**src/rtl/acc_drain_unit.sv**
```systemverilog
// Drains a programmed number of partial sums from the ACC FIFO, accumulates them,
// saturates to DataWidth, optionally applies ReLU and hands the result off via valid/ready.
module acc_drain_unit #(
  parameter int unsigned DataWidth  = 32,
  parameter int unsigned CountWidth = 8,
  parameter int unsigned SumWidth   = 40
) (
  input  logic                  clk,
  input  logic                  aclr,
  input  logic                  clk_en,
  input  logic                  Start,
  input  logic [CountWidth-1:0] NumTerms,
  input  logic                  ReluEn,
  input  logic                  FifoEmpty,
  input  logic [DataWidth-1:0]  FifoData,
  output logic                  FifoPop,
  output logic                  OutValid,
  input  logic                  OutReady,
  output logic [DataWidth-1:0]  OutData,
  output logic                  Busy,
  output logic                  Done,
  output logic                  Sat
);

  typedef enum logic [1:0] {IDLE, ACCUM, OUT} state_t;

  localparam logic signed [SumWidth-1:0] MaxVal =
    {{(SumWidth-DataWidth+1){1'b0}}, {(DataWidth-1){1'b1}}};
  localparam logic signed [SumWidth-1:0] MinVal =
    {{(SumWidth-DataWidth+1){1'b1}}, {(DataWidth-1){1'b0}}};

  state_t                      state_q, state_d;
  logic [CountWidth-1:0]       num_q, num_d;
  logic [CountWidth-1:0]       count_q, count_d;
  logic                        relu_q, relu_d;
  logic signed [SumWidth-1:0]  sum_q, sum_d;
  logic [DataWidth-1:0]        data_q, data_d;
  logic                        done_q, done_d;
  logic                        sat_q, sat_d;

  logic signed [SumWidth-1:0]  term;
  logic signed [SumWidth-1:0]  total;
  logic [DataWidth-1:0]        clamped;
  logic [DataWidth-1:0]        result;
  logic                        clamp;
  logic                        pop;

  // Result is formed from sum + current head so the final pop needs no extra cycle.
  always_comb begin
    term  = {{(SumWidth-DataWidth){FifoData[DataWidth-1]}}, FifoData};
    total = sum_q + term;
    clamp = 1'b0;
    if (total > MaxVal) begin
      clamped = MaxVal[DataWidth-1:0];
      clamp   = 1'b1;
    end else if (total < MinVal) begin
      clamped = MinVal[DataWidth-1:0];
      clamp   = 1'b1;
    end else begin
      clamped = total[DataWidth-1:0];
    end
    result = (relu_q && clamped[DataWidth-1]) ? '0 : clamped;
  end

  always_comb begin
    state_d = state_q;
    num_d   = num_q;
    count_d = count_q;
    relu_d  = relu_q;
    sum_d   = sum_q;
    data_d  = data_q;
    done_d  = done_q;
    sat_d   = sat_q;
    pop     = 1'b0;
    if (clk_en) begin
      done_d = 1'b0;
      case (state_q)
        IDLE: begin
          if (Start) begin
            num_d   = NumTerms;
            relu_d  = ReluEn;
            sum_d   = '0;
            count_d = '0;
            sat_d   = 1'b0;
            if (NumTerms == '0) begin
              data_d  = '0;
              state_d = OUT;
            end else begin
              state_d = ACCUM;
            end
          end
        end
        ACCUM: begin
          if (!FifoEmpty) begin
            pop = 1'b1;
            if (count_q == num_q - CountWidth'(1)) begin
              data_d  = result;
              sat_d   = sat_q | clamp;
              state_d = OUT;
            end else begin
              sum_d   = total;
              count_d = count_q + CountWidth'(1);
            end
          end
        end
        OUT: begin
          if (OutReady) begin
            done_d  = 1'b1;
            state_d = IDLE;
          end
        end
        default: state_d = IDLE;
      endcase
    end
  end

  always_ff @(posedge clk or negedge aclr) begin
    if (!aclr) begin
      state_q <= IDLE;
      num_q   <= '0;
      count_q <= '0;
      relu_q  <= 1'b0;
      sum_q   <= '0;
      data_q  <= '0;
      done_q  <= 1'b0;
      sat_q   <= 1'b0;
    end else begin
      state_q <= state_d;
      num_q   <= num_d;
      count_q <= count_d;
      relu_q  <= relu_d;
      sum_q   <= sum_d;
      data_q  <= data_d;
      done_q  <= done_d;
      sat_q   <= sat_d;
    end
  end

  assign FifoPop  = pop & aclr;
  assign OutValid = (state_q == OUT);
  assign Busy     = (state_q != IDLE);
  assign OutData  = data_q;
  assign Done     = done_q;
  assign Sat      = sat_q;

endmodule

```
**config.mk**
```make
export PLATFORM = sky130hd
export DESIGN_NAME = acc_drain_unit
export DESIGN_NICKNAME = d
export VERILOG_FILES = /design/src/rtl/acc_drain_unit.sv
export SDC_FILE = /design/constraint.sdc
export NUM_CORES = 1
export LEC_CHECK = 0
export ABC_AREA = 1
export BUFFER_PORTS_ARGS = -buffer_cell sky130_fd_sc_hd__clkbuf_2
export CAP_MARGIN = 15
export CORE_MARGIN = 2
export CORE_UTILIZATION = 33
export CTS_BUF_LIST = sky130_fd_sc_hd__clkbuf_16
export DETAILED_ROUTE_END_ITERATION = 8
export GPL_ROUTABILITY_DRIVEN = 1
export HOLD_SLACK_MARGIN = 0.08
export SETUP_SLACK_MARGIN = 0.05
export SKIP_LAST_GASP = 1
export SYNTH_ARGS = -nofsm -noshare
export SYNTH_HDL_FRONTEND = slang
export SYNTH_SLANG_ARGS = --single-unit
```
**constraint.sdc**
```tcl
create_clock -name clk -period 3.5 [get_ports clk]
set_clock_uncertainty 0.05 [all_clocks]
set_input_delay 0.525 -clock clk [delete_from_list [all_inputs] [get_ports clk]]
set_output_delay 0.525 -clock clk [all_outputs]
set_load 0.05 [all_outputs]
```
==> reports/qor.csv <==
metric,value,unit
status,completed,
RSZ-0062 raised after global routing,false,
DRC viols,0,
Starting Density,0.338,
post-synth cell types,47,
post-DR wirelength/cell,14.9,um
Clock transition at path regs,0.08,ns
Slew @ Worst Pin,1.03,ns
cell taking the most area after synthesis,dfrtp_1,
syn nets,1181,
Port Buffer Count,83,
max-cap viol count,0,
hold_buf cts,0,
Total GRT Usage,0.189,
Static Leakage,4.65,nW
Die ar.,23600,um^2
Hold WC Path Type,in2async,
crit path capture type,flop,
vias in the first global route,6862,
Final setup viols,0,
clock latency on the worst-skew pair,0.37,ns
Pre-Repair DR Iteration Count,5,
CTS tree,done,
Initial DRC Count,548,
Avg Vias per Cell,4.87,
fmax,328,MHz
io pins,84,
clock buffer count from CTS,9,
WL final,21.8,mm
multi-input logic area,4340,um^2
register area share after synthesis,0.315,
"EDFF count, synth",0,
vias after detailed routing,7096,
share of layout cells above drive strength 1,0.161,
CTS HTree Levels,3,
synthesized instance count,1092,
Tmin final,3.05,ns
Max Transition Viols Final,0,
Rows,54,
Fill cells,2456,
Tcrit/Tclk final,0.871,
first-pass GRT wire length,35.5,mm
Synth Flop Type,dfrtp_1,
Synth Cell Area,7390,um^2
syn_area_per_cell,6.77,um^2
critical path type,reg2reg,
Yosys warning count,0,
clock root cell,clkbuf_16,
antenna fix cells,0,
final hold vios,0,
pwr dens,983,nW/um^2
core region area,21900,um^2
post-CTS setup buffers,0,
Slew headroom,0.311,
antenna violations before repair,0,
post-route ant nets,0,
GP Congestion,1.01,
Setup TNS Final,0,ns
clock sinks,93,
Nets,1261,
largest net degree at the start of global routing,50,
"top cells by area, synth","dfrtp_1 31%, nand2_1 21%, inv_1 7.0%, ha_1 6.9%, nand3_1 4.1%",
layout overhead on the synthesized area,12.9,%
Post-synth ARST share,1.00,
CTS max path bufs,2,
post-CTS resize count,0,
worst-path maximum fanout,25,
die extent in y,154,um
crit start category,flop,
Die W,154,um
Crit path arrival time,3.24,ns
sequential cell area,2330,um^2
worst path required time,3.69,ns
Yosys reg bits,93,
top cell type's share of synthesized area,0.315,
VDD IR max,0.416,mV
dpl hpwl,17.0,mm
grt ovf,0,
final core occ,0.381,
[cell families after synthesis]
group	share of synthesized area
AOI/OAI and AO/OA	0.0945
adders and majority gates	0.0721
xor gates and xnor gates	0.0510
and+or+nand+nor	0.370
buffers and inverters	0.0973
DFF	0.315
[metrics by stage]
stage	hold WS (ns)	worst slack (ns)	cells	instance area (um^2)	power (mW)
floorplan	0.179	0.825	1092	7390	5.97
global placement	0.415	0.271	1441	8060	7.16
detailed placement	0.415	0.254	1441	8060	7.20
CTS	0.323	0.485	1457	8350	8.24
global route	0.346	0.190	1457	8350	8.93
finish	0.297	0.453	1457	8350	8.20
[registers in the layout, indices dropped and copies added, names as in the netlist]
signal,flops
Done,1
OutData,32
Sat,1
count_q,8
num_q,8
state_q,2
sum_q,40
relu_q,1
[cell usage in the layout, fill, tap and decap left out, drive strengths merged]
| master | n |
|---|---|
| a41oi | 1 |
| inv | 146 |
| nand2 | 454 |
| nor3 | 10 |
| clkinv | 3 |
| clkinvlp | 1 |
| o41ai | 1 |
| nor2 | 81 |
| xnor2 | 26 |
| o211ai | 1 |
| and2 | 1 |
| and3 | 1 |
| ha | 41 |
| nand4 | 5 |
| o311ai | 1 |
| nor4 | 4 |
| xor2 | 17 |
| dfrtp | 93 |
| o21ai | 49 |
| o31ai | 1 |
| a31oi | 7 |
| nand3 | 67 |
| o21bai | 5 |
| a22o | 14 |
| a21o | 1 |
| a31o | 1 |
| clkbuf | 91 |
| nor3b | 1 |
| fa | 1 |
| or2 | 4 |
| a21oi | 36 |
| buf | 11 |
| nand2b | 1 |
[worst max-delay path, cell delays in order, from the launching register on]
cell and delay (ns):
dfrtp_1 0.40, ha_1 0.24, fa_1 0.42, nand3_1 0.12, nand3_1 0.14, nand2_1 0.09
nand2_1 0.12, nand2_1 0.10, nand2_2 0.07, nand2_1 0.08, nand2_1 0.05, nand2_1 0.07
nand2_2 0.06, inv_1 0.06, nand2_1 0.07, nor2_1 0.09, nand2_1 0.07, nand2_2 0.17
buf_12 0.20, nand2_1 0.08, nand3_1 0.07, nand2_1 0.08
[Yosys cell counts, types with 2 or more instances]
library cell and number:
buf_2 2, buf_4 5, nor4_1 3, dfrtp_1 93, a22o_1 14, xnor2_1 26, ha_1 41, inv_2 2
nand4_1 5, a31oi_1 7, nand2_2 47, buf_6 3, buf_12 3, or2_2 2, clkbuf_1 11, o21ai_0 48
nor2_2 15, o21bai_1 5, xor2_1 17, nand2_1 406, a21oi_2 3, nand3_1 61, nor2_1 65, inv_1 138
nand3_2 6, nor3_1 9, clkinv_1 3, a21oi_1 33
[power by group]
part           internal [mW]  switching, mW
clock network          0.496          0.503
logic                   1.66           3.72
registers               1.52          0.302
[path summary, 6_finish.rpt]
kind	start	to	slack (ns)	cells after the start
setup / recovery	sum_q[0]	OutData[19]	0.45	21
hold / removal	aclr	sum_q[1]	0.30	2
setup reg to reg	sum_q[0]	OutData[19]	0.45	21
hold reg to reg	OutData[22]	OutData[22]	0.43	2
max in group asynchronous	aclr	sum_q[29]	1.99	3
min in group clk	NumTerms[7]	num_q[7]	0.33	3
[routing by layer]
metal / vias to the layer above / track usage / wire length (um) / share of wire
met2: 192 / 0.307 / 9910 / 0.46
met1: 3281 / 0.257 / 10100 / 0.47
met3: 32 / 0.0327 / 1180 / 0.054
met5: - / 0 / 0 / 0
li1: 3591 / - / - / -
met4: 0 / 0.0572 / 531 / 0.024
[cell type report]
class / instances / area share
Multi-Input combinational cell: 832 / 0.520
Sequential cell: 93 / 0.279
Inverter: 143 / 0.0643
Timing Repair Buffer: 93 / 0.0606
Tap cell: 280 / 0.0420
Clock buffer: 9 / 0.0270
Clock inverter: 7 / 0.00690
Note: power is estimated with default switching activity, not from simulation.
